--- config.mk ---
export PLATFORM = sky130hd
export DESIGN_NAME = markov_predictor
export DESIGN_NICKNAME = d
export VERILOG_FILES = /design/src/rtl/markov_predictor.sv
export SDC_FILE = /design/constraint.sdc
export NUM_CORES = 1
export LEC_CHECK = 0
export CAP_MARGIN = 15
export CELL_PAD_IN_SITES_DETAIL_PLACEMENT = 0
export CELL_PAD_IN_SITES_GLOBAL_PLACEMENT = 2
export CORE_UTILIZATION = 49
export CTS_CLUSTER_SIZE = 8
export DETAILED_ROUTE_END_ITERATION = 10
export HOLD_SLACK_MARGIN = 0.15
export PLACE_DENSITY = 0.85
export SETUP_SLACK_MARGIN = 0.3
export SLEW_MARGIN = 20
export SYNTH_ARGS = -nofsm -noshare
export SYNTH_HDL_FRONTEND = slang
export SYNTH_SLANG_ARGS = --single-unit
--- constraint.sdc ---
create_clock -name clock -period 5.7 [get_ports clock]
set_input_delay 0.57 -clock clock [delete_from_list [all_inputs] [get_ports clock]]
set_output_delay 0.57 -clock clock [all_outputs]
set_load 0.005 [all_outputs]
--- src/rtl/markov_predictor.sv ---
// markov_predictor
//
// Learns, for each context of the last HIST (computer, user) move pairs, how
// often the user plays rock / scissor / paper next, and answers with the move
// that beats the most likely user move. One round is absorbed every three
// cycles: IDLE (accept) -> UPDATE (count) -> DECIDE (pick next move).
//
// Move encoding everywhere: 00 rock, 01 scissor, 10 paper (11 is illegal).
//
// Parameters
//   COUNT_W  width of each frequency counter (unsigned, saturating with decay)
//   HIST     rounds of history forming the context (1 or 2)
//
// Ports
//   clock         system clock
//   reset         synchronous active-high reset, clears all control state and
//                 restarts the table-clear sweep
//   round_valid   one-cycle pulse: user_move/com_move hold the round just played
//   user_move     user move of that round
//   com_move      computer move of that round
//   rand_in       free-running random bits for fallback and tie-breaks
//   ready         high when a round can be accepted
//   choice        computer move for the next round, held between decisions
//   choice_valid  one-cycle pulse when choice is refreshed
//   illegal       one-cycle pulse: an offered round carried 11 on a move
//   overrun       one-cycle pulse: round_valid arrived while ready was low
module markov_predictor #(
    parameter int COUNT_W = 8,
    parameter int HIST    = 1
) (
    input  logic       clock,
    input  logic       reset,
    input  logic       round_valid,
    input  logic [1:0] user_move,
    input  logic [1:0] com_move,
    input  logic [1:0] rand_in,
    output logic       ready,
    output logic [1:0] choice,
    output logic       choice_valid,
    output logic       illegal,
    output logic       overrun
);

    localparam int CTX_W = 4 * HIST;
    localparam int ROWS  = 1 << CTX_W;

    localparam logic [COUNT_W-1:0] CNT_MAX   = '1;
    localparam logic [1:0]         HIST_FULL = 2'(HIST);

    typedef enum logic [1:0] {
        INIT   = 2'd0,
        IDLE   = 2'd1,
        UPDATE = 2'd2,
        DECIDE = 2'd3
    } state_t;

    state_t             state;
    logic [CTX_W-1:0]   ctx;
    logic [CTX_W-1:0]   init_row;
    logic [1:0]         hist_cnt;
    logic [1:0]         user_q;
    logic [1:0]         com_q;

    // Frequency table: one row per context, one counter per user move.
    logic [COUNT_W-1:0] tbl [ROWS][3];

    logic [COUNT_W-1:0] cur_cnt [3];
    logic [COUNT_W-1:0] upd_cnt [3];
    logic [COUNT_W-1:0] target_cnt;
    logic               decay;
    logic               hist_full;
    logic               clr_en;
    logic               upd_en;
    logic [CTX_W-1:0]   next_ctx;
    logic [1:0]         dec_choice;

    // Move that beats the predicted user move.
    function automatic logic [1:0] beat(input logic [1:0] pred);
        logic [1:0] m;
        case (pred)
            2'b00:   m = 2'b10;   // rock    -> paper
            2'b01:   m = 2'b00;   // scissor -> rock
            default: m = 2'b01;   // paper   -> scissor
        endcase
        return m;
    endfunction

    // Random fallback never produces the illegal code.
    function automatic logic [1:0] legal_rand(input logic [1:0] r);
        return (r == 2'b11) ? 2'b00 : r;
    endfunction

    // Index of the maximum counter. Callers rule out the all-equal case, so
    // any tie here is a two-way tie for the top; tb selects the higher index.
    function automatic logic [1:0] pick_max(input logic [COUNT_W-1:0] c0,
                                            input logic [COUNT_W-1:0] c1,
                                            input logic [COUNT_W-1:0] c2,
                                            input logic               tb);
        logic [1:0] p;
        if (c0 > c1 && c0 > c2)
            p = 2'd0;
        else if (c1 > c0 && c1 > c2)
            p = 2'd1;
        else if (c2 > c0 && c2 > c1)
            p = 2'd2;
        else if (c0 == c1 && c0 > c2)
            p = tb ? 2'd1 : 2'd0;
        else if (c0 == c2 && c0 > c1)
            p = tb ? 2'd2 : 2'd0;
        else
            p = tb ? 2'd2 : 2'd1;
        return p;
    endfunction

    // Counter update: halve the row when the target is pinned at its maximum,
    // then add one to the target, so the counter never wraps.
    function automatic logic [COUNT_W-1:0] bump(input logic [COUNT_W-1:0] v,
                                                input logic               halve,
                                                input logic               hit);
        logic [COUNT_W-1:0] base;
        base = halve ? (v >> 1) : v;
        return hit ? base + COUNT_W'(1) : base;
    endfunction

    assign hist_full = (hist_cnt == HIST_FULL);

    // Oldest pair falls off the top; the newest pair enters the low nibble.
    assign next_ctx = CTX_W'({ctx, com_q, user_q});

    always_comb begin
        for (int k = 0; k < 3; k++)
            cur_cnt[k] = tbl[ctx][k];

        case (user_q)
            2'b00:   target_cnt = cur_cnt[0];
            2'b01:   target_cnt = cur_cnt[1];
            default: target_cnt = cur_cnt[2];
        endcase
        decay = (target_cnt == CNT_MAX);

        for (int k = 0; k < 3; k++)
            upd_cnt[k] = bump(cur_cnt[k], decay, user_q == 2'(k));
    end

    // In DECIDE, ctx already names the new context, so cur_cnt is its row.
    always_comb begin
        if (!hist_full || (cur_cnt[0] == cur_cnt[1] && cur_cnt[1] == cur_cnt[2]))
            dec_choice = legal_rand(rand_in);
        else
            dec_choice = beat(pick_max(cur_cnt[0], cur_cnt[1], cur_cnt[2], rand_in[0]));
    end

    assign clr_en = !reset && (state == INIT);
    assign upd_en = !reset && (state == UPDATE) && hist_full;

    // Table storage carries no reset; the INIT sweep clears it row by row.
    always_ff @(posedge clock) begin
        if (clr_en) begin
            for (int k = 0; k < 3; k++)
                tbl[init_row][k] <= '0;
        end else if (upd_en) begin
            for (int k = 0; k < 3; k++)
                tbl[ctx][k] <= upd_cnt[k];
        end
    end

    // Latched round moves are data and are not reset.
    always_ff @(posedge clock) begin
        if (state == IDLE && round_valid && user_move != 2'b11 && com_move != 2'b11) begin
            user_q <= user_move;
            com_q  <= com_move;
        end
    end

    always_ff @(posedge clock) begin
        if (reset) begin
            state        <= INIT;
            init_row     <= '0;
            ctx          <= '0;
            hist_cnt     <= 2'd0;
            ready        <= 1'b0;
            choice       <= 2'b00;
            choice_valid <= 1'b0;
            illegal      <= 1'b0;
            overrun      <= 1'b0;
        end else begin
            choice_valid <= 1'b0;
            illegal      <= 1'b0;
            overrun      <= 1'b0;

            // Rounds offered while busy are dropped without touching state.
            if (round_valid && state != IDLE)
                overrun <= 1'b1;

            case (state)
                // ---- INIT: clear one row per cycle ----
                INIT: begin
                    if (&init_row) begin
                        state <= IDLE;
                        ready <= 1'b1;
                    end else begin
                        init_row <= init_row + CTX_W'(1);
                    end
                end

                // ---- IDLE: accept a round ----
                IDLE: begin
                    if (round_valid) begin
                        if (user_move == 2'b11 || com_move == 2'b11) begin
                            illegal <= 1'b1;
                        end else begin
                            state <= UPDATE;
                            ready <= 1'b0;
                        end
                    end
                end

                // ---- UPDATE: count the user move, advance the context ----
                UPDATE: begin
                    ctx <= next_ctx;
                    if (!hist_full)
                        hist_cnt <= hist_cnt + 2'd1;
                    state <= DECIDE;
                end

                // ---- DECIDE: register the next computer move ----
                default: begin
                    choice       <= dec_choice;
                    choice_valid <= 1'b1;
                    ready        <= 1'b1;
                    state        <= IDLE;
                end
            endcase
        end
    end

endmodule

======== After elaboration in Yosys (flattened, before gate mapping) ========
Memories as Yosys holds them, arrays and structs flattened. A register that Yosys moved wholly into a read port is not among the register bits.
Cells that the tools add are included.
word-level totals
  flip-flop bits (word level) ............. 22
  RAM bits ................................ 384
  input port bits ......................... 9
  output and inout bits ................... 6
  logic and storage cells ................. 115
  memories ................................ 1
cells by class
  add/sub/neg operators ................... 5
  $lt $le $gt $ge ......................... 6
  equal/unequal tests ..................... 19
  multiplexer cells ....................... 40
  bitwise logic cells ..................... 5
  reductions and logical operators ........ 28
memories
  name  depth  width  rd ports  clocked after memory_dff  wr ports  line  text
  tbl   16     24     1         1                         1         65    logic [COUNT_W-1:0] tbl [ROWS][3];
operators by type and width
  operator             number
  $gt 8x8->1           6
  $mux 8               6
  $mux 2               13
  $add 8x1->8 const B  3
  $eq 8x8->1           3
  $mux 24              1
  $reduce_or 24->1     1
  $pmux 8 s2           1
  $logic_and 1x1->1    13
  $mux 1               13
  $mux 4               3
  $eq 2x2->1 const B   5
  $eq 2x1->1 const B   4
  $eq 8x8->1 const B   1
  $ne 2x2->1 const B   4
  $reduce_and 4->1     2
  $logic_not 2->1      3
  $pmux 2 s3           1
  $reduce_or 3->1      2
  $not 1->1            5
  $add 4x1->4 const B  1
  $ne 2x1->1 const B   2
  $pmux 2 s2           1
  $reduce_and 2->1     2
  5 further kinds      7

======== Longest topological paths before layout ========
  word-level depth ........................ 11
  depth in mapped cells ................... 22
  mapped depth without buffers ............ 15

======== Worst setup path after synthesis ========
OpenSTA, ideal clock, no wires.
  path type ............................... reg2reg
  start point ............................. register (tool-made name)
  end point ............................... memory tbl[0][22] (netlist name) (data pin)
  library setup time ...................... 340 ps
  arrival time ............................ 4477 ps
  data required time ...................... 5360 ps
  setup slack ............................. 883 ps
  cell stages (with the launch flop) ...... 19
  buffers on the path ..................... 5
  clock period less this slack ............ 4817 ps
  cell sequence ........................... dfxtp_1 -> buf_2 -> buf_6 -> buf_2 -> buf_1 -> mux4_2 -> a22oi_1 -> o21ai_0 -> and4b_4 -> or3_4 -> buf_6 -> mux2_4 -> ha_1 -> and2_1 -> nand4_1 -> nand2b_1 -> xnor2_1 -> nor2_1 -> a211oi_1
RTL lines
  what       line
  to (decl)  65

==> impl_metrics.ini <==
[pwr]
power.leakage_nw = 6.89
p_total_w = 0.00742
ir_drop_uv = 244
power_density_mw_per_mm2 = 369

[placed_design]
hpwl_um = 25200
numPortBuffers = 14
gp_congestion = 0.953
post-place-ws_ps = 598
dp_cells = 1473

[synthesis]
synth_nets = 1032
ys_seq_area_frac = 0.692
yosysMostFrequentCell = edfxtp_1
synth_top_area_share = 0.666
synthTopCellsByCount = edfxtp_1, mux4_2, nor2_1, nand2_1, ha_1
ys_ff_latch = 410
syn_avg_cell_area_um2 = 17.7
synthArstFlopShare = 0
yosys-top-cells-area = edfxtp_1, mux4_2, dfxtp_1
mappedNetlistArea_mm2 = 0.0175
synthCells = 989
synth_cell_type_count = 73
yosys_warnings = 0
yosysTopAreaCell = edfxtp_1
ys.flop_type = edfxtp_1
synth_edf_count = 388

[setup_path]
r2r_setup_slack_ps = 810
cp_data_arrival_time_ps = 5290
path_max_fanout = 46
critPathKind = flip-flop to flip-flop
crit_path_end_kind = flip-flop
required_ps = 6100
start_kind = flip-flop

[floorplan]
die_x_um = 191
std_cell_rows = 68
initial_core_util = 0.502
dieArea_mm2 = 0.0364
num_io_pins = 15
die_h_um = 191
fp.coreArea_mm2 = 0.0348

[route]
drt_iter0_drc = 898
first_pass_iters = 5
routedWlPerCell_um = 26.9
antenna_left = 0
num_vias = 9669
viasPerCell = 6.21
drc = 0
totalWireLength_um = 41900

[cells_and_area]
nets = 1122
fill_cells = 2578
diodes = 0
final_cells = 1558
area_delta_synth_final_pct = 15.0
fin_util = 0.578
drive_gt1_frac = 0.217

[clocking]
clk_latency_ps = 580
cts_sinks = 410
root_buffer = clkbuf_16
clkTransAtPathRegs_ps = 50
cts_tree = yes
postCtsHoldBufs = 0
cts_made_buffers = 57
cts_buffer_depth = 3
htree_levels = 2

[grt]
grt_start_max_net_pins = 52
antenna_found_initial = 0
grt_pass1_wl_um = 61300
grt_usage = 0.235
grt_remaining_overflow = 0
grt_pass1_vias = 9442

[sta]
setup_viol = 0
fin_worst_skew_ps = 27.5
max_slew_margin = 0.205
period_share = 0.857
fmax_mhz = 205
worst_pin_slew_ps = 1190
rsz0062_at_grt = no
hold_viol = 0
slew_violations = 0
worst_slack_ps = 813
tns_ps = 0
min_period_ps = 4890

[run]
drv_cap = 0

[status]
status = finished, final reports clean

[min_path]
worst_hold_path_type = flip-flop to flip-flop
worst paths after layout:
path / cells past startpoint / end / from
worst min-delay path: 2 / hist_cnt[1]$_SDFFE_PP0P_ / hist_cnt[1]$_SDFFE_PP0P_
worst max-delay path: 15 / tbl[1][22]$_DFFE_PP_ / flip-flop
worst max register to register: 15 / tbl[1][22]$_DFFE_PP_ / flip-flop
worst min register to register: 2 / hist_cnt[1]$_SDFFE_PP0P_ / hist_cnt[1]$_SDFFE_PP0P_
power breakdown:
| group | total (W) | switching [W] | internal (W) | leakage, nW |
|---|---|---|---|---|
| registers | 0.00347 | 0.0000451 | 0.00343 | 4.03 |
| logic | 0.000972 | 0.000617 | 0.000355 | 2.10 |
| clock network | 0.00297 | 0.00117 | 0.00180 | 0.753 |
per-layer routing:
metal / up-vias / global-route usage / share of wire
li1: 4210 / - / -
met1: 4996 / 0.328 / 0.42
met2: 383 / 0.377 / 0.48
met3: 80 / 0.0393 / 0.068
met4: 0 / 0.0788 / 0.027
met5: - / 0 / 0
cell families after synthesis:
| kind of cell | share of synthesized area |
|---|---|
| simple gates | 0.0573 |
| buf+inv | 0.0244 |
| compound gates | 0.0600 |
| fa+ha+maj | 0.0243 |
| flops | 0.692 |
| xor+xnor | 0.00551 |
| mux | 0.137 |
placed cells by master (no fill, tap or decap), drive strengths merged, types with 3 or more instances in the layout:
cell type      Yosys  final
edfxtp           388    388
mux4              87     87
clkbuf            14     78
buf               30     62
nor2              60     60
nand2             45     45
ha                34     34
mux2i             33     33
a21oi             24     24
inv               23     24
dfxtp             22     22
a22oi             20     20
nor3              19     19
clkdlybuf4s50      0     14
o21ai             14     14
a22o              13     13
nor2b             11     11
a221oi            11     11
o21a              10     10
a31oi             10     10
xnor2              9      9
nand2b             9      9
nand3              9      9
and2               8      8
nand4              8      8
a211oi             7      7
and3               6      6
a21o               5      5
nor3b              4      4
and4               4      4
nor4               4      4
or3                4      4
mux2               4      4
clkinv             0      4
or2                3      3
o22ai              3      3
repair_timing:
| item | in CTS | in global routing |
|---|---|---|
| setup endpoints to repair | 0 | 32 |
| setup buffers | 0 | 1 |
| hold endpoints to repair | 0 | 0 |
| resized for setup | 0 | 1 |
sequential cells by signal (all words and copies together), names as in the netlist, named ones only:
signal / flops
choice: 2
choice_valid: 1
com_q: 2
ctx: 4
hist_cnt: 2
illegal: 1
init_row: 4
overrun: 1
ready: 1
state: 2
tbl: 384
user_q: 2
final cells by class:
class                   count  area (um^2)  area share
clock buffers              78         1510      0.0749
clock inverters             5         51.3     0.00255
inverters                  23         86.3     0.00429
multi-input cells         511         5110       0.254
flip-flops and latches    410        12100       0.602
well taps                 455          569      0.0283
repair buffers             76          676      0.0336
metrics by stage:
stage / hold slack [ps] / instance area, um^2
after floorplan: 454 / 17500
after global placement: 468 / 18500
after detailed placement: 480 / 18500
after CTS: 493 / 20000
after global routing: 520 / 20100
final: 489 / 20100
critical path: stages, from the launching register on:
cell and delay, ps:
dfxtp_4 790, buf_4 500, mux4_2 380, o221ai_1 430, nor4_1 200, and4b_4 270
or3_4 490, mux2_4 340, ha_1 190, and2_1 170, nand4_1 130, nand2b_1 140
xnor2_1 120, nor2_1 60, a211oi_1 220, buf_4 230
Note: power is estimated with default switching activity, not from simulation.
